===== config.mk =====
export PLATFORM = sky130hd
export DESIGN_NAME = btb_update_ctrl_flat
export DESIGN_NICKNAME = d
export VERILOG_FILES = /design/src/rtl/btb_update_ctrl_if.sv /design/src/rtl/btb_update_ctrl.sv /design/src/flat_wrapper.sv
export SDC_FILE = /design/constraint.sdc
export NUM_CORES = 1
export LEC_CHECK = 0
export BUFFER_PORTS_ARGS = -buffer_cell sky130_fd_sc_hd__buf_4
export CORE_AREA = 2 2 256 258
export CTS_CLUSTER_SIZE = 12
export DETAILED_ROUTE_END_ITERATION = 12
export DIE_AREA = 0 0 258 260
export GPL_TIMING_DRIVEN = 1
export PLACE_DENSITY = 0.51
export SETUP_SLACK_MARGIN = 0.5
export SLEW_MARGIN = 20
export SYNTH_ARGS = -nofsm -noshare
export SYNTH_HDL_FRONTEND = slang
export SYNTH_SLANG_ARGS = --single-unit

===== constraint.sdc =====
create_clock -name clk -period 6.15 [get_ports clk]
set_input_delay 0.615 -clock clk [delete_from_list [all_inputs] [get_ports clk]]
set_output_delay 0.615 -clock clk [all_outputs]
set_load 0.01 [all_outputs]

===== src/rtl/btb_update_ctrl_if.sv =====
// Signal bundle for the BTB update controller: EX update channel, IF lookup
// arbitration, flush control, shared array port and set-update logic hookup.
interface btb_update_ctrl_if;
  logic         upd_valid, upd_ready, upd_mispredicted;
  logic [31:0]  upd_pc, upd_target;
  logic         lookup_req, lookup_grant;
  logic [2:0]   lookup_index;
  logic         flush_req, flush_busy;
  logic         arr_en, arr_we;
  logic [2:0]   arr_index;
  logic [127:0] arr_wdata, arr_rdata;
  logic [127:0] wb_set, wb_write_set;
  logic [26:0]  wb_tag;
  logic [2:0]   wb_index;
  logic [31:0]  wb_target;
  logic         wb_mispredicted, wb_next_lru;
  logic [7:0]   lru;

  modport master (
    output upd_valid, upd_pc, upd_target, upd_mispredicted, lookup_req, lookup_index,
           flush_req, arr_rdata, wb_write_set, wb_next_lru,
    input  upd_ready, lookup_grant, flush_busy, arr_en, arr_we, arr_index, arr_wdata,
           wb_set, wb_tag, wb_index, wb_target, wb_mispredicted, lru
  );
  modport slave (
    input  upd_valid, upd_pc, upd_target, upd_mispredicted, lookup_req, lookup_index,
           flush_req, arr_rdata, wb_write_set, wb_next_lru,
    output upd_ready, lookup_grant, flush_busy, arr_en, arr_we, arr_index, arr_wdata,
           wb_set, wb_tag, wb_index, wb_target, wb_mispredicted, lru
  );
endinterface


===== src/rtl/btb_update_ctrl.sv =====
// Serialises branch-resolution updates into read-modify-write cycles on the
// single-port BTB array, sharing the port with IF lookups and a sweep flush.
module btb_update_ctrl (
  input logic             clk,
  input logic             rst,
  btb_update_ctrl_if.slave bus
);
  localparam logic [1:0] IDLE = 2'd0, RD_WAIT = 2'd1, WRITE = 2'd2, FLUSH = 2'd3;

  typedef struct packed {
    logic [26:0] tag;
    logic [2:0]  idx;
    logic [31:0] target;
    logic        mis;
  } upd_ent_t;

  upd_ent_t     fifo_q [2];
  upd_ent_t     head, push_ent;
  logic [1:0]   state_q, state_d, cnt_q;
  logic         wr_ptr_q, rd_ptr_q;
  logic [2:0]   fcnt_q;
  logic [7:0]   lru_q;
  logic [127:0] set_q;
  logic         full, empty, push, pop, grant, en, we, wb_act;
  logic [2:0]   idx;
  logic [127:0] wdata;

  assign head     = fifo_q[rd_ptr_q];
  assign push_ent = '{tag: bus.upd_pc[31:5], idx: bus.upd_pc[4:2],
                      target: bus.upd_target, mis: bus.upd_mispredicted};
  assign full     = (cnt_q == 2'd2);
  assign empty    = (cnt_q == 2'd0);
  assign bus.upd_ready = !full && (state_q != FLUSH) && !bus.flush_req;
  assign push     = bus.upd_valid && bus.upd_ready;

  always_comb begin
    state_d = state_q;
    grant   = 1'b0;
    en      = 1'b0;
    we      = 1'b0;
    idx     = 3'd0;
    wdata   = '0;
    pop     = 1'b0;
    case (state_q)
      IDLE: if (!bus.flush_req) begin
        // a full FIFO takes the port from lookups so updates cannot starve
        if (bus.lookup_req && !full) grant = 1'b1;
        else if (!empty) begin
          en      = 1'b1;
          idx     = head.idx;
          state_d = RD_WAIT;
        end
      end
      RD_WAIT: if (!bus.flush_req) begin
        grant   = bus.lookup_req;
        state_d = WRITE;
      end
      WRITE: if (!bus.flush_req) begin
        en      = 1'b1;
        we      = 1'b1;
        idx     = head.idx;
        wdata   = bus.wb_write_set;
        pop     = 1'b1;
        state_d = IDLE;
      end
      default: begin
        en  = 1'b1;
        we  = 1'b1;
        idx = fcnt_q;
        if (fcnt_q == 3'd7) state_d = IDLE;
      end
    endcase
    if (grant) begin
      en  = 1'b1;
      idx = bus.lookup_index;
    end
    if (bus.flush_req) state_d = FLUSH;
  end

  assign bus.lookup_grant = grant;
  assign bus.flush_busy   = (state_q == FLUSH);
  assign bus.arr_en       = en;
  assign bus.arr_we       = we;
  assign bus.arr_index    = idx;
  assign bus.arr_wdata    = wdata;
  assign bus.lru          = lru_q;

  // set-update logic only sees live operands while a write is really going out
  assign wb_act              = (state_q == WRITE) && !bus.flush_req;
  assign bus.wb_set          = wb_act ? set_q : '0;
  assign bus.wb_tag          = wb_act ? head.tag : '0;
  assign bus.wb_index        = wb_act ? head.idx : '0;
  assign bus.wb_target       = wb_act ? head.target : '0;
  assign bus.wb_mispredicted = wb_act && head.mis;

  always_ff @(posedge clk or posedge rst) begin
    if (rst) begin
      state_q  <= IDLE;
      cnt_q    <= 2'd0;
      wr_ptr_q <= 1'b0;
      rd_ptr_q <= 1'b0;
      fcnt_q   <= 3'd0;
      lru_q    <= 8'h00;
      set_q    <= '0;
    end else begin
      state_q <= state_d;
      if (state_q == RD_WAIT) set_q <= bus.arr_rdata;
      if (bus.flush_req) begin
        cnt_q    <= 2'd0;
        wr_ptr_q <= 1'b0;
        rd_ptr_q <= 1'b0;
        fcnt_q   <= 3'd0;
        lru_q    <= 8'h00;
      end else begin
        if (push) wr_ptr_q <= ~wr_ptr_q;
        if (pop) begin
          rd_ptr_q          <= ~rd_ptr_q;
          lru_q[head.idx]   <= bus.wb_next_lru;
        end
        cnt_q <= cnt_q + {1'b0, push} - {1'b0, pop};
        if (state_q == FLUSH) fcnt_q <= fcnt_q + 3'd1;
      end
    end
  end

  always_ff @(posedge clk) begin
    if (push) fifo_q[wr_ptr_q] <= push_ent;
  end
endmodule


===== src/flat_wrapper.sv =====
// flat-port wrapper written by rule: the top's interface ports become plain ports
module btb_update_ctrl_flat 
  (clk, rst, bus_upd_valid, bus_upd_pc, bus_upd_target, bus_upd_mispredicted, bus_lookup_req, bus_lookup_index, bus_flush_req, bus_arr_rdata, bus_wb_write_set, bus_wb_next_lru, bus_upd_ready, bus_lookup_grant, bus_flush_busy, bus_arr_en, bus_arr_we, bus_arr_index, bus_arr_wdata, bus_wb_set, bus_wb_tag, bus_wb_index, bus_wb_target, bus_wb_mispredicted, bus_lru);
  btb_update_ctrl_if bus_i ();
  input logic clk;
  input logic rst;
  input wire logic [$bits(bus_i.upd_valid)-1:0] bus_upd_valid;
  input wire logic [$bits(bus_i.upd_pc)-1:0] bus_upd_pc;
  input wire logic [$bits(bus_i.upd_target)-1:0] bus_upd_target;
  input wire logic [$bits(bus_i.upd_mispredicted)-1:0] bus_upd_mispredicted;
  input wire logic [$bits(bus_i.lookup_req)-1:0] bus_lookup_req;
  input wire logic [$bits(bus_i.lookup_index)-1:0] bus_lookup_index;
  input wire logic [$bits(bus_i.flush_req)-1:0] bus_flush_req;
  input wire logic [$bits(bus_i.arr_rdata)-1:0] bus_arr_rdata;
  input wire logic [$bits(bus_i.wb_write_set)-1:0] bus_wb_write_set;
  input wire logic [$bits(bus_i.wb_next_lru)-1:0] bus_wb_next_lru;
  output wire logic [$bits(bus_i.upd_ready)-1:0] bus_upd_ready;
  output wire logic [$bits(bus_i.lookup_grant)-1:0] bus_lookup_grant;
  output wire logic [$bits(bus_i.flush_busy)-1:0] bus_flush_busy;
  output wire logic [$bits(bus_i.arr_en)-1:0] bus_arr_en;
  output wire logic [$bits(bus_i.arr_we)-1:0] bus_arr_we;
  output wire logic [$bits(bus_i.arr_index)-1:0] bus_arr_index;
  output wire logic [$bits(bus_i.arr_wdata)-1:0] bus_arr_wdata;
  output wire logic [$bits(bus_i.wb_set)-1:0] bus_wb_set;
  output wire logic [$bits(bus_i.wb_tag)-1:0] bus_wb_tag;
  output wire logic [$bits(bus_i.wb_index)-1:0] bus_wb_index;
  output wire logic [$bits(bus_i.wb_target)-1:0] bus_wb_target;
  output wire logic [$bits(bus_i.wb_mispredicted)-1:0] bus_wb_mispredicted;
  output wire logic [$bits(bus_i.lru)-1:0] bus_lru;
  assign bus_i.upd_valid = bus_upd_valid;
  assign bus_i.upd_pc = bus_upd_pc;
  assign bus_i.upd_target = bus_upd_target;
  assign bus_i.upd_mispredicted = bus_upd_mispredicted;
  assign bus_i.lookup_req = bus_lookup_req;
  assign bus_i.lookup_index = bus_lookup_index;
  assign bus_i.flush_req = bus_flush_req;
  assign bus_i.arr_rdata = bus_arr_rdata;
  assign bus_i.wb_write_set = bus_wb_write_set;
  assign bus_i.wb_next_lru = bus_wb_next_lru;
  assign bus_upd_ready = bus_i.upd_ready;
  assign bus_lookup_grant = bus_i.lookup_grant;
  assign bus_flush_busy = bus_i.flush_busy;
  assign bus_arr_en = bus_i.arr_en;
  assign bus_arr_we = bus_i.arr_we;
  assign bus_arr_index = bus_i.arr_index;
  assign bus_arr_wdata = bus_i.arr_wdata;
  assign bus_wb_set = bus_i.wb_set;
  assign bus_wb_tag = bus_i.wb_tag;
  assign bus_wb_index = bus_i.wb_index;
  assign bus_wb_target = bus_i.wb_target;
  assign bus_wb_mispredicted = bus_i.wb_mispredicted;
  assign bus_lru = bus_i.lru;
  btb_update_ctrl u_core (.clk(clk), .rst(rst), .bus(bus_i));
endmodule

# == Word-level counts from Yosys, hierarchy flattened ==
# Memories as Yosys holds them, arrays and structs flattened.
# Cells that the tools add are included.
# word_totals
reg_bits,145
mem_bits_rw,126
inputBits,330
out_inout_bits,335
n_memories,1
# memory_table
name,depth,width,rd,rd_clocked_by_memory_dff,write_ports,line,rtl
u_core.fifo_q,2,63,1,0,1,btb_update_ctrl.sv:17,upd_ent_t fifo_q [2];
# classes
add_sub_neg,3
order_cmp,2
n_eq_ne,8
muxes,43
bitwise_logic,2
n_reduce_logical,17
# ops
op,n
$mux W128,3
$mux W32,1
$mux W27,1
$mux W3,8
$mux W1,16
$mux W8,2
$mux W2,5
$pmux W3 S3,1
$bwmux W8,1
$logic_and A1 B1 Y1,7
$eq A2 B2 Y1 const B,3
$ne A3 B3 Y1 const B,2
$pmux W2 S3,1
$reduce_bool A2 Y1,3
$reduce_bool A5 Y1,1
$logic_not A2 Y1,2
$lt A3 B4 Y1 const B,1
$pmux W1 S2,2
$add A3 B1 Y3 const B,1
$demux W1 S3,1
$eq A3 B3 Y1 const B,1
$ge A3 B1 Y1 const B,1
$pmux W1 S3,1
$reduce_and A3 Y1,1
7 further kinds,9

# == Logic depth before layout (Yosys ltp) ==
# Gate-level depths: netlist of run 1.
# logic_depth
depth_word,8
mapped_depth,10
ltp_nobuf,8

# == Worst setup path before layout of run 1 ==
# OpenSTA, ideal clock, no wires.
# synth_timing
path_type,input-to-reg
from,input port bus_flush_req
to,"memory u_core.fifo_q[0][0] (netlist bit), enable pin"
setup_time_ns,0.492
arrival_time_ns,3.938
required_time_ns,5.658
slack_ns,1.720
path_stages,3
n_path_buf,1
path_cell_list,buf_6 -> nor4b_4 -> nor2b_1
# synth_via
elab_chain_cells,5
# synth_lines
element,line,rtl
start: declaration,flat_wrapper.sv:13,input wire logic [$bits(bus_i.flush_req)-1:0] bus_flush_req;
$logic_not A1 Y1,btb_update_ctrl.sv:33,assign bus.upd_ready = !full && (state_q != FLUSH) && !bus.flush_req;
$logic_and A1 B1 Y1,btb_update_ctrl.sv:33,
$logic_and A1 B1 Y1,btb_update_ctrl.sv:34,assign push = bus.upd_valid && bus.upd_ready;
$mux W1,btb_update_ctrl.sv:127,if (push) fifo_q[wr_ptr_q] <= push_ent;
$mux W1 (not written as such),btb_update_ctrl.sv:127,
end: declaration,btb_update_ctrl.sv:17,
# Every way passes these cells.

# == Final worst setup path of run 1 ==
# layout_timing
from,register u_core.state_q[0]
to,output port bus_wb_set[6]
# layout_via
elab_chain_cells,3
# layout_lines
element,line,rtl
start: declaration,btb_update_ctrl.sv:19,"logic [1:0] state_q, state_d, cnt_q;"
start signal: assignment,btb_update_ctrl.sv:106,state_q <= state_d;
$eq A2 B2 Y1,btb_update_ctrl.sv:89,assign wb_act = (state_q == WRITE) && !bus.flush_req;
$logic_and A1 B1 Y1,btb_update_ctrl.sv:89,
$mux W128,btb_update_ctrl.sv:90,assign bus.wb_set = wb_act ? set_q : '0;
end: declaration,flat_wrapper.sv:24,output wire logic [$bits(bus_i.wb_set)-1:0] bus_wb_set;
# Every way passes these cells.

==> flow_metrics.tcl, run 1 <==
set metrics [dict create \
    drive_gt1_share_pct 53.0 \
    synth_area_leader_cell "edfxtp_1" \
    wl_um 46300 \
    initial_core_util_pct 20.0 \
    grt_max_degree 150 \
    ys_seq_elements 271 \
    synth-edff-count 126 \
    drt-wirelength-per-cell_um 18.7 \
    postCtsSetupBuffers 0 \
    clock-sinks 271 \
    dp.cells 2410 \
    critPathTopFamily "buffers and inverters" \
    clk_pin_slew_ps 60 \
    cts_buffers 34 \
    cp.required_ps 5530 \
    synth_area_leaders "edfxtp_1, dfrtp_1, and2_1" \
    die_width_um 258 \
    critical_path_buf_inv_count 3 \
    finalNetCount 1925 \
    arrival_ps 2850 \
    finalCriticalPeriod_ps 3470 \
    crit_path_cell_trace "nor2_4 -> nand2_4 -> inv_6 -> buf_4 -> and2_1 -> buf_4" \
    cts_resized 0 \
    fp.coreArea_um2 64100 \
    dr.pass1.iters 4 \
    rows 93 \
    clkLatencyLatePin_ps 510 \
    slew_headroom_pct 27.3 \
    ir_drop_v 0.000225 \
    syn_nets 1280 \
    finalSetupViolations 0 \
    place_hpwl_um 34600 \
    rr_startpoint "u_core.state_q[1]" \
    area_delta_synth_final_pct 53.4 \
    post_layout_nonfiller_instances 2474 \
    max_freq_mhz 288 \
    antenna_found_initial 6 \
    synth_ff_type "dfrtp_1" \
    tightest_slew_ps 1090 \
    routabilityCongestion 1.08 \
    tns_ps 0 \
    drtIter0Drc 470 \
    critPathLaunchType "register" \
    die-area_um2 67100 \
    cp_num_cells 6 \
    numPortBuffers 662 \
    maxCapViolCount 0 \
    grt_first_pass_wirelength_um 66200 \
    drc 0 \
    maxSlewViolCount 0 \
    yosysUniqueCellTypes 44 \
    crit_start "u_core.state_q[0]" \
    syn_inst 946 \
    synth_top_area_share_pct 29.6 \
    final_hold_viol_count 0 \
    skew_ps 13.3 \
    nFillCells 6601 \
    status "completed" \
    die_h_um 260 \
    critPathSlowestCell "inv_6" \
    clockBufferDepth 3 \
    cts_tree "done" \
    path_class "register to output pin" \
    fin_crit_sh_pct 56.4 \
    synthTopCellsByCount "and2_1, dfrtp_1, edfxtp_1" \
    htreeDepth 2 \
    synth_area_um2 12800 \
    ios 665 \
    yosysWarnings 0 \
    ff2ff_path_depth 5 \
    vias 9578 \
    rsz0062_at_grt "false" \
    cts_hold_buf 0 \
    regToRegEndpoint "u_core.fifo_q[0][39]" \
    grt_overflow 0 \
    crit_path_end_kind "output pin" \
    leakage_nw 8.92 \
    seq_area_frac_synth_pct 57.9 \
    critPathMaxStageDelay_ps 580 \
    track_usage_pct 13.1 \
    synth.avg_cell_area_um2 13.5 \
    p_per_area_nw_per_um2 264 \
    critPathMostFrequentCell "buf_4" \
    ant_nets 0 \
    synthArstFlopShare_pct 53.5 \
    grt_pass1_vias 9992 \
    post-synth-top-count-cell "and2_1" \
    r2r_slack_ps 3330 \
    path_max_fanout 149 \
    hp-class "primary input to async pin" \
    clockRootBuffer "clkbuf_16" \
    vias_per_cell 3.87 \
]
[how the worst max path moves through the flow]
| stage | endpoint |
|---|---|
| detailed placement | bus_wb_set[102] |
| global placement | bus_wb_set[102] |
| CTS | bus_wb_set[102] |
| finish | bus_wb_set[6] |
| global route | bus_wb_set[55] |
| floorplan | u_core.bus.lru[0] |
[sequential cells by signal (all words and copies together), names as in the netlist]
name / count
u_core.cnt_q: 2
u_core.bus.lru: 8
u_core.wr_ptr_q: 1
u_core.state_q: 2
u_core.rd_ptr_q: 1
u_core.fifo_q: 126
u_core.fcnt_q: 3
u_core.set_q: 128
[cell families after synthesis]
logic type | share of synthesized area (%)
compound gates | 1.66
fa+ha+maj | 0.391
mux | 19.3
buf+inv | 3.50
simple gates | 16.9
flops | 57.9
xor+xnor | 0.274
[metrics by stage]
stage	total power [mW]	hold WS (ps)	area [µm²]	utilization, %	setup WS, ps
finish	5.19	271	19600	30.6	2680
global route	5.45	237	19600	30.6	2370
CTS	5.29	229	19600	30.6	2520
detailed placement	3.26	471	18500	28.9	2820
global placement	3.23	470	18500	28.9	2870
floorplan	2.91	449	12800	-	1640
[power by group]
part	internal, mW	switching, mW
Clock	1.19	0.773
Combinational	0.579	0.251
Sequential	2.23	0.165
Total	4.00	1.19
[area by class of cell]
type / count / area, µm² / area share [%]
clock buffer: 50 / 982 / 5.00
inverter: 14 / 62.6 / 0.319
timing repair buffer: 669 / 5030 / 25.7
sequential: 271 / 7420 / 37.8
multi-input combinational: 601 / 4950 / 25.2
clock inverter: 10 / 105 / 0.535
antenna: 4 / 10.0 / 0.0510
tap: 855 / 1070 / 5.45
[worst reg2reg max path: cells and delay by family, from the launching register on]
kind	cells	cell delay, ps
simple gates	3	1070
buf+inv	2	820
flops	1	520
[layout by cell type (no fill, tap or decap), types with 6 or more instances in the layout]
master	instances
and2_1	262
nand2_1	12
nor2b_1	6
mux2i_1	62
clkbuf_1	10
nor2_1	67
o32ai_1	6
inv_1	11
mux2_2	26
buf_4	668
edfxtp_1	126
clkbuf_16	35
mux2_4	100
a211oi_1	6
dfrtp_1	144
[layer usage]
layer	global-route usage, %	part of all wire, %
met1	15.4	40
met2	21.0	47
met3	6.66	11
met4	3.21	1.8
met5	0.997	0.25
No activity file was read; power rests on OpenSTA's default activity.
==> run 2, diff against run 1 <==
==> constraint.sdc (replaced) <==
create_clock -name clk -period 3.6 [get_ports clk]
set_input_delay 0.36 -clock clk [delete_from_list [all_inputs] [get_ports clk]]
set_output_delay 0.36 -clock clk [all_outputs]
set_load 0.01 [all_outputs]
==> flow_metrics.tcl, run 2 (synthesized netlist as in run 1, its figures left out) <==
set metrics [dict create \
    critPathMaxStageDelay_ps 510 \
    path_max_fanout 109 \
    clock-sinks 271 \
    path_class "register to output pin" \
    ios 665 \
    postCtsSetupBuffers 0 \
    critPathLaunchType "register" \
    track_usage_pct 13.8 \
    place_hpwl_um 36400 \
    cts_buffers 37 \
    htreeDepth 2 \
    ant_nets 0 \
    vias 9979 \
    tns_ps 0 \
    drive_gt1_share_pct 51.6 \
    clk_pin_slew_ps 60 \
    whs_ps 35.0 \
    grt_pass1_vias 10600 \
    leakage_nw 9.33 \
    fp.coreArea_um2 64100 \
    area_delta_synth_final_pct 61.1 \
    grt_overflow 0 \
    rows 93 \
    drtIter0Drc 454 \
    skew_ps 12.6 \
    numPortBuffers 662 \
    multi_input_area_um2 4950 \
    cp.required_ps 3240 \
    die_width_um 258 \
    drt-wirelength-per-cell_um 19.0 \
    hp-class "primary input to register" \
    critPathSlowestCell "dfrtp_1" \
    die-area_um2 67100 \
    critPathTopFamily "buffers and inverters" \
    p_per_area_nw_per_um2 452 \
    clkLatencyLatePin_ps 530 \
    finalSetupViolations 0 \
    placedInstanceArea_um2 18700 \
    clockBufferDepth 3 \
    slew_headroom_pct 48.5 \
    final_area_um2 20600 \
    finalCriticalPeriod_ps 2890 \
    cts_tree "done" \
    fin_crit_sh_pct 80.4 \
    tightest_slew_ps 773 \
    max_freq_mhz 345 \
    grt_first_pass_wirelength_um 69700 \
    post-route-worst-setup-slack_ps 706 \
    max_flop_register "u_core.set_q" \
    final_common_cell "buf_4" \
    dr.pass1.iters 4 \
    arrival_ps 2530 \
    ir_drop_v 0.000321 \
    crit_path_cell_trace "nor2_4 -> nand2_4 -> inv_8 -> buf_12 -> and2_1 -> buf_4" \
    finalPower_mw 9.32 \
    crit_path_end_kind "output pin" \
    finalNetCount 2003 \
    die_h_um 260 \
    critical_path_buf_inv_count 3 \
    rsz0062_at_grt "false" \
    antenna_found_initial 9 \
    maxCapViolCount 0 \
    pre_cts_slack_ps 1130 \
    status "completed" \
    initial_core_util_pct 20.0 \
    drc 0 \
    vias_per_cell 3.91 \
    clockRootBuffer "clkbuf_16" \
    regArea_um2 7420 \
    maxSlewViolCount 0 \
    nFillCells 6472 \
    final_hold_viol_count 0 \
    layout_common_cells "buf_4, and2_1, dfrtp_1" \
    wl_um 48600 \
    routabilityCongestion 1.07 \
    grt_max_degree 110 \
    largest_reg_flops 128 \
]
-- run 2: repair_timing --
item | in CTS | in global routing
resized for setup | 0 | 1
endpoints found under the hold margin | 155 | 0
endpoints found under the setup margin | 0 | 92
hold buffers | 67 | 0
-- run 2: per-stage QoR --
step | util [%] | instances
after floorplan | - | 946
after global routing | 32.1 | 2551
after detailed placement | 29.2 | 2418
after CTS | 32.1 | 2549
after global placement | 29.2 | 2418
final | 32.1 | 2553
-- run 2: layout make-up --
type / count / area share [%]
Inverter: 14 / 0.310
Clock buffer: 45 / 4.94
Timing Repair Buffer: 744 / 28.5
Tap cell: 855 / 5.19
Antenna cell: 4 / 0.0486
Clock inverter: 19 / 1.06
Multi-Input combinational cell: 601 / 24.0
Sequential cell: 271 / 36.0
-- run 2: worst reg2reg max path, stage by stage, from the launching register on --
cell and delay, ps:
dfrtp_1 510, nand2_2 200, inv_2 110, nor4b_4 380, and2_4 480, buf_4 340
-- run 2: final timing paths --
kind	start	end	slack, ps	cells after the start
hold / removal	bus_upd_pc[29]	u_core.fifo_q[0][60]	40	1
max in group asynchronous	rst	u_core.set_q[5]	2120	4
min in group asynchronous	rst	u_core.set_q[21]	510	3
setup / recovery	u_core.state_q[0]	bus_arr_wdata[72]	710	6
hold reg to reg	u_core.set_q[125]	u_core.set_q[125]	470	1
setup reg to reg	u_core.state_q[1]	u_core.fifo_q[1][50]	1240	5
-- run 2: where the power goes --
group / internal, mW / total, mW / switching [mW]
combinational: 1.04 / 1.49 / 0.444
sequential: 3.81 / 4.11 / 0.302
clock: 2.30 / 3.72 / 1.42
-- run 2: routing by layer --
layer | GRT usage, % | part of all wire, % | vias to the layer above | routed length, µm
met2 | 21.6 | 46 | 428 | 22200
li1 | - | - | 4692 | -
met4 | 5.11 | 3.2 | 14 | 1540
met5 | 0 | 0.19 | - | 90
met1 | 16.0 | 39 | 4755 | 19000
met3 | 7.12 | 12 | 90 | 5800
